--- src/rtl/multicycle_control_unit.sv ---
// Main control FSM for the multi-cycle MIPS core: decodes opcode/funct and sequences the datapath.
// Optional single-step mode (HALT after every instruction) is enabled by defining CU_SINGLE_STEP_EN.
module multicycle_control_unit #(
    parameter int unsigned ALU_OP_W = 3,
    parameter int unsigned MEM_LAT  = 0
) (
    input  logic                clk,
    input  logic                reset,
`ifdef CU_SINGLE_STEP_EN
    input  logic                step_i,
`endif
    input  logic [5:0]          opcode_i,
    input  logic [5:0]          funct_i,
    input  logic                zero_i,
    output logic                enable_PC,
    output logic                Selector_Addr,
    output logic                enable_MemSys,
    output logic                enable_RegIns,
    output logic                enable_RF,
    output logic                Selector_RF_WR,
    output logic                Selector_RF_WD,
    output logic                Selector_ALU_Src_A,
    output logic [1:0]          Selector_ALU_Src_B,
    output logic [ALU_OP_W-1:0] Selector_ALU_Op,
    output logic [1:0]          Selector_PC_Source,
    output logic                instr_done_o,
    output logic                illegal_o
);

    typedef enum logic [3:0] {
        StFetch    = 4'd0,
        StDecode   = 4'd1,
        StExecR    = 4'd2,
        StAluWb    = 4'd3,
        StExecI    = 4'd4,
        StMemAddr  = 4'd5,
        StMemRead  = 4'd6,
        StMemWb    = 4'd7,
        StMemWrite = 4'd8,
        StBranch   = 4'd9,
        StJump     = 4'd10,
        StIllegal  = 4'd11
`ifdef CU_SINGLE_STEP_EN
        ,
        StHalt     = 4'd12
`endif
    } state_e;

`ifdef CU_SINGLE_STEP_EN
    localparam state_e ResetState = StHalt;
    localparam state_e DoneState  = StHalt;
`else
    localparam state_e ResetState = StFetch;
    localparam state_e DoneState  = StFetch;
`endif

    localparam logic [5:0] OpRType  = 6'h00;
    localparam logic [5:0] OpAddi   = 6'h08;
    localparam logic [5:0] OpLw     = 6'h23;
    localparam logic [5:0] OpSw     = 6'h2B;
    localparam logic [5:0] OpBeq    = 6'h04;
    localparam logic [5:0] OpJ      = 6'h02;

    localparam logic [5:0] FnAdd    = 6'h20;
    localparam logic [5:0] FnSub    = 6'h22;
    localparam logic [5:0] FnAnd    = 6'h24;
    localparam logic [5:0] FnOr     = 6'h25;
    localparam logic [5:0] FnSlt    = 6'h2A;

    localparam logic [ALU_OP_W-1:0] AluAnd = ALU_OP_W'(0);
    localparam logic [ALU_OP_W-1:0] AluAdd = ALU_OP_W'(1);
    localparam logic [ALU_OP_W-1:0] AluSub = ALU_OP_W'(2);
    localparam logic [ALU_OP_W-1:0] AluOr  = ALU_OP_W'(3);
    localparam logic [ALU_OP_W-1:0] AluSlt = ALU_OP_W'(4);

    localparam logic [3:0] WaitLast = 4'(MEM_LAT);

    state_e     state_q, state_d;
    logic [3:0] wait_cnt_q, wait_cnt_d;
    logic       illegal_q;
    logic       wait_last;
    logic       pc_write;
    logic       branch_state;

    assign wait_last = (wait_cnt_q == WaitLast);

    always_ff @(posedge clk) begin
        if (!reset) begin
            state_q    <= ResetState;
            wait_cnt_q <= 4'd0;
            illegal_q  <= 1'b0;
        end else begin
            state_q    <= state_d;
            wait_cnt_q <= wait_cnt_d;
            if (state_d == StIllegal) begin
                illegal_q <= 1'b1;
            end
        end
    end

    always_comb begin
        state_d            = state_q;
        wait_cnt_d         = 4'd0;
        pc_write           = 1'b0;
        branch_state       = 1'b0;
        Selector_Addr      = 1'b0;
        enable_MemSys      = 1'b0;
        enable_RegIns      = 1'b0;
        enable_RF          = 1'b0;
        Selector_RF_WR     = 1'b0;
        Selector_RF_WD     = 1'b0;
        Selector_ALU_Src_A = 1'b0;
        Selector_ALU_Src_B = 2'b00;
        Selector_ALU_Op    = AluAnd;
        Selector_PC_Source = 2'b00;
        instr_done_o       = 1'b0;

        case (state_q)
            StFetch: begin
                Selector_ALU_Src_B = 2'b01;
                Selector_ALU_Op    = AluAdd;
                // IR and PC only latch once the memory has actually returned the word.
                if (wait_last) begin
                    pc_write      = 1'b1;
                    enable_RegIns = 1'b1;
                    state_d       = StDecode;
                end else begin
                    wait_cnt_d = wait_cnt_q + 4'd1;
                end
            end
            StDecode: begin
                Selector_ALU_Src_B = 2'b11;
                Selector_ALU_Op    = AluAdd;
                case (opcode_i)
                    OpRType:    state_d = StExecR;
                    OpAddi:     state_d = StExecI;
                    OpLw, OpSw: state_d = StMemAddr;
                    OpBeq:      state_d = StBranch;
                    OpJ:        state_d = StJump;
                    default:    state_d = StIllegal;
                endcase
            end
            StExecR: begin
                Selector_ALU_Src_A = 1'b1;
                state_d            = StAluWb;
                case (funct_i)
                    FnAdd:   Selector_ALU_Op = AluAdd;
                    FnSub:   Selector_ALU_Op = AluSub;
                    FnAnd:   Selector_ALU_Op = AluAnd;
                    FnOr:    Selector_ALU_Op = AluOr;
                    FnSlt:   Selector_ALU_Op = AluSlt;
                    default: state_d = StIllegal;
                endcase
            end
            StAluWb: begin
                enable_RF      = 1'b1;
                Selector_RF_WR = (opcode_i == OpRType);
                instr_done_o   = 1'b1;
                state_d        = DoneState;
            end
            StExecI: begin
                Selector_ALU_Src_A = 1'b1;
                Selector_ALU_Src_B = 2'b10;
                Selector_ALU_Op    = AluAdd;
                state_d            = StAluWb;
            end
            StMemAddr: begin
                Selector_ALU_Src_A = 1'b1;
                Selector_ALU_Src_B = 2'b10;
                Selector_ALU_Op    = AluAdd;
                state_d            = (opcode_i == OpLw) ? StMemRead : StMemWrite;
            end
            StMemRead: begin
                Selector_Addr = 1'b1;
                if (wait_last) begin
                    state_d = StMemWb;
                end else begin
                    wait_cnt_d = wait_cnt_q + 4'd1;
                end
            end
            StMemWb: begin
                enable_RF      = 1'b1;
                Selector_RF_WD = 1'b1;
                instr_done_o   = 1'b1;
                state_d        = DoneState;
            end
            StMemWrite: begin
                // Write enable is held for the whole access so slow memories see a stable request.
                Selector_Addr = 1'b1;
                enable_MemSys = 1'b1;
                if (wait_last) begin
                    instr_done_o = 1'b1;
                    state_d      = DoneState;
                end else begin
                    wait_cnt_d = wait_cnt_q + 4'd1;
                end
            end
            StBranch: begin
                branch_state       = 1'b1;
                Selector_ALU_Src_A = 1'b1;
                Selector_ALU_Op    = AluSub;
                Selector_PC_Source = 2'b01;
                instr_done_o       = 1'b1;
                state_d            = DoneState;
            end
            StJump: begin
                pc_write           = 1'b1;
                Selector_PC_Source = 2'b10;
                instr_done_o       = 1'b1;
                state_d            = DoneState;
            end
            StIllegal: begin
                state_d = StIllegal;
            end
`ifdef CU_SINGLE_STEP_EN
            StHalt: begin
                if (step_i) begin
                    state_d = StFetch;
                end
            end
`endif
            default: begin
                state_d = StFetch;
            end
        endcase

        enable_PC = pc_write | (branch_state & zero_i);
        illegal_o = illegal_q;

        // Outputs are forced low during reset so an aborted access never issues a write.
        if (!reset) begin
            enable_PC          = 1'b0;
            Selector_Addr      = 1'b0;
            enable_MemSys      = 1'b0;
            enable_RegIns      = 1'b0;
            enable_RF          = 1'b0;
            Selector_RF_WR     = 1'b0;
            Selector_RF_WD     = 1'b0;
            Selector_ALU_Src_A = 1'b0;
            Selector_ALU_Src_B = 2'b00;
            Selector_ALU_Op    = AluAnd;
            Selector_PC_Source = 2'b00;
            instr_done_o       = 1'b0;
            illegal_o          = 1'b0;
        end
    end

endmodule
--- config.mk ---
export PLATFORM = sky130hd
export DESIGN_NAME = multicycle_control_unit
export DESIGN_NICKNAME = d
export VERILOG_FILES = /design/src/rtl/multicycle_control_unit.sv
export SDC_FILE = /design/constraint.sdc
export NUM_CORES = 1
export LEC_CHECK = 0
export CORE_UTILIZATION = 49
export CTS_BUF_LIST = sky130_fd_sc_hd__clkbuf_8
export CTS_CLUSTER_DIAMETER = 40
export DETAILED_ROUTE_END_ITERATION = 7
export GPL_ROUTABILITY_DRIVEN = 0
export PLACE_DENSITY = 0.87
export SLEW_MARGIN = 30
export SYNTH_ARGS = -nofsm -noshare
export SYNTH_HDL_FRONTEND = slang
export SYNTH_SLANG_ARGS = --single-unit
--- constraint.sdc ---
create_clock -name clk -period 3.1 [get_ports clk]
set_input_delay 0.31 -clock clk [delete_from_list [all_inputs] [get_ports clk]]
set_output_delay 0.31 -clock clk [all_outputs]
set_load 0.02 [all_outputs]
==> impl_metrics.py, run 1 <==
metrics = {
    "detailed_routing": {
        "dr.pass1.iters": 4,
        "wire_per_inst_um": 14.0,
        "dr.first_iter.drc_count": 31,
        "route.antenna.remaining_nets": 0,
        "drc": 0,
        "wirelength_mm": 2.49,
        "viasPerCell": 5.70,
        "vias": 1014,
    },
    "grt": {
        "grt_use_met3_pct": 4.49,
        "grt_max_degree": 23,
        "grt_use_met1_pct": 33.2,
        "grt_pass1_vias": 908,
        "antenna_found_initial": 0,
        "top_usage_layer": "met2",
        "grt_overflow": 0,
        "track_usage_pct": 28.4,
        "grt_pass1_wl_mm": 4.05,
        "met2_usage_pct": 50.6,
    },
    "pwr": {
        "power_density_mw_per_mm2": 661,
        "leakage_nw": 0.479,
        "ir_worst_vdd_mv": 0.492,
    },
    "yosys": {
        "synth_top_area_share_pct": 20.5,
        "synth_seq_cells": 9,
        "avgSynthCellArea_sq_um": 7.20,
        "netlist_instances": 122,
        "yosysWarnings": 0,
        "async_flop_share_pct": 0,
        "syn_area_sq_um": 878,
        "synth_cell_type_count": 45,
        "ys_top_cells_by_area": "dfxtp_1 (21%), nor2_1 (7.3%), nor2b_1 (4.3%)",
        "yosys_most_used_dff": "dfxtp_1",
        "synth-seq-area-share_pct": 20.5,
        "synth_fp_nets": 139,
        "synth-edff-count": 0,
        "yosysTopAreaCell": "dfxtp_1",
    },
    "timing": {
        "rsz0062_at_grt": "no",
        "clock.fmax_ghz": 0.354,
        "drv_slew": 0,
        "finalCriticalPeriod_ns": 2.82,
        "worst_pin_slew_ns": 0.593,
        "skew_ns": 0.00165,
        "hold_viol": 0,
        "slew_headroom_pct": 60.4,
        "fin_tns_setup_ns": 0,
        "setup_violations": 0,
        "period_share_pct": 91.0,
    },
    "placement": {
        "port_buffers": 31,
        "place_area_sq_mm": 0.00120,
        "dpl.hpwl_mm": 1.90,
    },
    "clock_tree": {
        "insertion_delay_ns": 0.23,
        "clock-sinks": 9,
        "clkSlewWorstSetupHoldPaths_ns": 0.04,
        "clock_path_buffers": 2,
        "hold_buffers": 0,
        "htreeDepth": 1,
        "cts_post_setup_buffers_inserted": 0,
        "cts_buffers": 3,
        "cts_resized": 0,
        "cts_tree": "yes",
        "root_buffer": "clkbuf_8",
    },
    "floorplan": {
        "dieWidth_um": 44.3,
        "chipHeight_um": 44.3,
        "placementRows": 14,
        "coreArea_sq_mm": 0.00159,
        "ioPinCount": 32,
        "die_area_sq_mm": 0.00197,
        "initial_utilization_pct": 55.1,
    },
    "cells_and_area": {
        "stdcell_area_sq_mm": 0.00125,
        "fin_nets": 172,
        "drive_above_1_share_pct": 7.79,
        "utilization_pct": 78.2,
        "diodes": 0,
        "syn_to_final_growth_pct": 41.9,
    },
    "critical_path": {
        "worstPathMaxFanout": 22,
        "cp-end-kind": "output pin",
        "crit_required_ns": 2.79,
        "arrival_ns": 2.51,
        "start_kind": "register",
        "critPathKind": "reg2out",
    },
    "flow_run": {
        "maxCapViolations": 0,
    },
    "min_path": {
        "hp-class": "reg2reg",
    },
    "run_status": {
        "run_status": "completed",
    },
}
==> flip-flops by register name, indices dropped and copies added, names as in the netlist <==
register,count
wait_cnt_q,4
illegal_q,1
state_q,4
==> layout by cell type, fill, tap and decap left out, types with 3 or more instances in the layout <==
cell / synthesis / layout
clkdlybuf4s50_1: 0 / 31
nor2_1: 17 / 17
dfxtp_1: 9 / 9
inv_1: 7 / 8
nand2_1: 8 / 8
a21oi_1: 7 / 7
nor2b_1: 6 / 6
nor3_1: 5 / 5
and3_1: 5 / 5
nand2b_1: 4 / 4
nand3_1: 4 / 4
o21ai_0: 3 / 3
nor4_1: 3 / 3
o21a_1: 3 / 3
clkbuf_8: 0 / 3
==> worst paths after layout <==
check	from	end	slack, ns	depth (start not counted)
max	state_q[1]	Selector_ALU_Op[0]	0.28	5
min	illegal_q	illegal_q	0.47	2
max reg2reg	state_q[3]	illegal_q	1.23	5
min reg2reg	illegal_q	illegal_q	0.47	2
==> per-layer routing <==
layer / wire [um] / share of wire [%] / vias up
met4: 22 / 0.88 / 0
met2: 1280 / 51 / 44
met3: 139 / 5.6 / 4
met1: 1050 / 42 / 471
met5: 0 / 0 / -
li1: - / - / 495
==> layout make-up <==
type / count / area [sq um]
fill: 131 / 348
timing repair buffer: 33 / 325
clock buffer: 3 / 41.3
tap: 24 / 30.0
multi-input combinational: 101 / 639
sequential: 9 / 180
inverter: 7 / 26.3
clock inverter: 1 / 3.75
==> metrics by stage <==
stage / worst slack (ns) / total power, mW / std cells / hold WS (ns)
5_1_grt: 0.179 / 0.876 / 178 / 0.505
6_report: 0.279 / 0.824 / 178 / 0.467
3_3_place_gp: 0.621 / 0.673 / 174 / 0.448
2_1_floorplan: 1.14 / 0.533 / 122 / 0.429
3_5_place_dp: 0.518 / 0.688 / 174 / 0.450
4_1_cts: 0.307 / 0.821 / 178 / 0.466
==> worst max-delay path, cell delays in order, from the launching register on <==
cell             delay, ns
dfxtp_1               0.69
and3b_1               0.30
nand4b_1              0.12
nand2b_1              0.19
o32ai_1               0.32
clkdlybuf4s50_1       0.66
==> power by group <==
group / total [mW] / internal (mW) / switching, mW
logic: 0.475 / 0.226 / 0.249
registers: 0.220 / 0.140 / 0.0798
clock network: 0.129 / 0.0859 / 0.0434
total: 0.824 / 0.452 / 0.373
==> cells in the mapped netlist, drive strengths merged, types with 3 or more instances <==
library cell and number:
nor2 18, dfxtp 9, nand2 8, a21oi 7, inv 7, nor2b 6
and3 5, nand2b 5, nor3 5, buf 4, nand3 4, nor4 4
o21a 3, o21ai 3
==> logic make-up (layout without fill, tap and decap cells) <==
| family | count (synthesis) | count (layout) | share of synthesized area (%) |
|---|---|---|---|
| mux | 1 | 1 | 1.14 |
| fa+ha+maj | 2 | 2 | 2.85 |
| simple gates | 71 | 71 | 46.0 |
| buf+inv | 12 | 44 | 6.70 |
| compound gates | 24 | 24 | 19.8 |
| flops | 9 | 9 | 20.5 |
| xor+xnor | 3 | 3 | 2.99 |
Power figures use the tool's default switching activity.
==> run 2, diff against run 1 <==
- CAP_MARGIN: default -> 20
- CTS_CLUSTER_SIZE: default -> 24
- REMOVE_ABC_BUFFERS: default -> 1
==> run 2 against run 1 <==
  * Non-clock buffer count up 1
  * Sequential power down 10%
  * Die area unchanged
  * Combinational power up 6.5%
  * Setup slack better by 0.26 ns
  * Utilization up 0.55 points
  * Clock skew up 0.0052 ns
  * Critical path depth unchanged
  * Fmax up 10%
  * Cell area up 0.70%
  * Critical path type unchanged
  * Largest power group unchanged
==> impl_metrics.py, run 2 (same netlist as run 1, synthesis figures left out) <==
metrics = {
    "clock_tree": {
        "cts_buffers": 3,
        "clkSlewWorstSetupHoldPaths_ns": 0.04,
        "cts_post_setup_buffers_inserted": 0,
        "cts_resized": 0,
        "hold_buffers": 0,
        "insertion_delay_ns": 0.23,
        "clock_path_buffers": 2,
        "cts_tree": "yes",
        "htreeDepth": 1,
        "root_buffer": "clkbuf_8",
        "clock-sinks": 9,
    },
    "critical_path": {
        "max_stage_delay_ns": 0.65,
        "r2r_setup_slack_ns": 1.21,
        "worstPathMaxFanout": 14,
        "critPathKind": "reg2out",
        "crit_required_ns": 2.79,
        "path_cells": "and3b_1 -> nand4b_1 -> nand2b_1 -> o32ai_1 -> clkdlybuf4s50_1",
        "cp-end-kind": "output pin",
        "r2r-start": "state_q[3]",
        "rr_endpoint": "illegal_q",
        "slowest_stage": "clkdlybuf4s50_1",
        "start_kind": "register",
        "reg2reg_depth": 5,
        "arrival_ns": 2.25,
    },
    "timing": {
        "fin_tns_setup_ns": 0,
        "rsz0062_at_grt": "no",
        "slew_headroom_pct": 64.0,
        "clock.fmax_ghz": 0.390,
        "hold_viol": 0,
        "skew_ns": 0.00687,
        "setup_violations": 0,
        "drv_slew": 0,
        "worst_pin_slew_ns": 0.539,
        "setup_slack_ns": 0.539,
        "period_share_pct": 82.6,
        "finalCriticalPeriod_ns": 2.56,
    },
    "min_path": {
        "hp-class": "reg2reg",
        "min_from": "illegal_q",
        "hold_depth": 2,
        "hold_end": "illegal_q",
    },
    "pwr": {
        "power_density_mw_per_mm2": 669,
        "ir_worst_vdd_mv": 0.700,
        "leakage_nw": 0.483,
    },
    "grt": {
        "antenna_found_initial": 0,
        "track_usage_pct": 28.0,
        "grt_overflow": 0,
        "grt_use_met3_pct": 6.94,
        "grt_max_degree": 22,
        "grt_pass1_vias": 907,
        "top_usage_layer": "met2",
        "met2_usage_pct": 45.3,
        "grt_pass1_wl_mm": 4.15,
        "grt_use_met1_pct": 37.3,
    },
    "detailed_routing": {
        "wirelength_mm": 2.41,
        "wire_per_inst_um": 13.5,
        "dr.pass1.iters": 4,
        "route.antenna.remaining_nets": 0,
        "dr.first_iter.drc_count": 32,
        "viasPerCell": 5.85,
        "vias": 1048,
        "drc": 0,
    },
    "run_status": {
        "run_status": "completed",
    },
    "cells_and_area": {
        "diodes": 0,
        "final_cell_mix": "clkdlybuf4s50_1 (31), nor2_1 (17), dfxtp_1 (9)",
        "syn_to_final_growth_pct": 42.9,
        "fin_nets": 173,
        "largest_registers": "state_q (4), wait_cnt_q (4), illegal_q (1)",
        "drive_above_1_share_pct": 9.03,
        "final_common_cell": "clkdlybuf4s50_1",
    },
    "floorplan": {
        "chipHeight_um": 44.3,
        "dieWidth_um": 44.3,
        "ioPinCount": 32,
        "die_area_sq_mm": 0.00197,
        "coreArea_sq_mm": 0.00159,
        "placementRows": 14,
        "initial_utilization_pct": 55.1,
    },
    "placement": {
        "pre_cts_ws_ns": 0.582,
        "dpl.hpwl_mm": 1.81,
        "port_buffers": 31,
    },
    "flow_run": {
        "maxCapViolations": 0,
    },
}
==> run 2: changes by cell type in the layout (fill, tap and decap cells not counted), sizes merged <==
cell / previous run / this run
buf: 2 / 3
clkinv: 0 / 1
inv: 8 / 7
==> run 2: stage by stage <==
step	std cells	util (%)	power [mW]	instance area, sq um	hold slack (ns)
finish	179	78.7	0.840	1250	0.467
global route	179	78.7	0.895	1250	0.499
CTS	179	78.7	0.837	1250	0.465
detailed placement	175	75.8	0.697	1210	0.455
global placement	175	75.8	0.688	1210	0.451
floorplan	117	-	0.503	846	0.429
==> run 2: report_power, final <==
part	switching, mW	internal (mW)
Combinational	0.273	0.233
Clock	0.0478	0.0877
Sequential	0.0580	0.140
Total	0.379	0.461
==> run 2: routing by layer <==
layer,routed length (um),vias up
met5,0,-
met4,59,0
met3,147,12
met2,1150,48
met1,1050,483
li1,-,505
==> run 2: worst max path at each step <==
stage | startpoint | end | slack [ns] | cells past startpoint
final | state_q[3] | Selector_ALU_Op[0] | 0.54 | 5
after CTS | state_q[3] | Selector_ALU_Op[0] | 0.54 | 5
after detailed placement | reset | Selector_ALU_Op[0] | 0.58 | 6
after floorplan | state_q[1] | Selector_ALU_Op[0] | 1.11 | 4
after global placement | reset | Selector_ALU_Op[0] | 0.64 | 6
after global routing | state_q[3] | Selector_ALU_Op[0] | 0.41 | 5
==> run 2: layout make-up <==
cell class	count	area, sq um
well taps	24	30.0
fillers	108	339
clock inverters	1	5.00
inverters	7	26.3
clock buffers	3	41.3
repair buffers	34	333
flip-flops and latches	9	180
multi-input cells	101	639
==> run 2: critical path: cells and delay by family (launching register included) <==
family	cells	cell delay, ns
flops	1	0.47
compound gates	1	0.28
simple gates	3	0.62
buf+inv	1	0.65
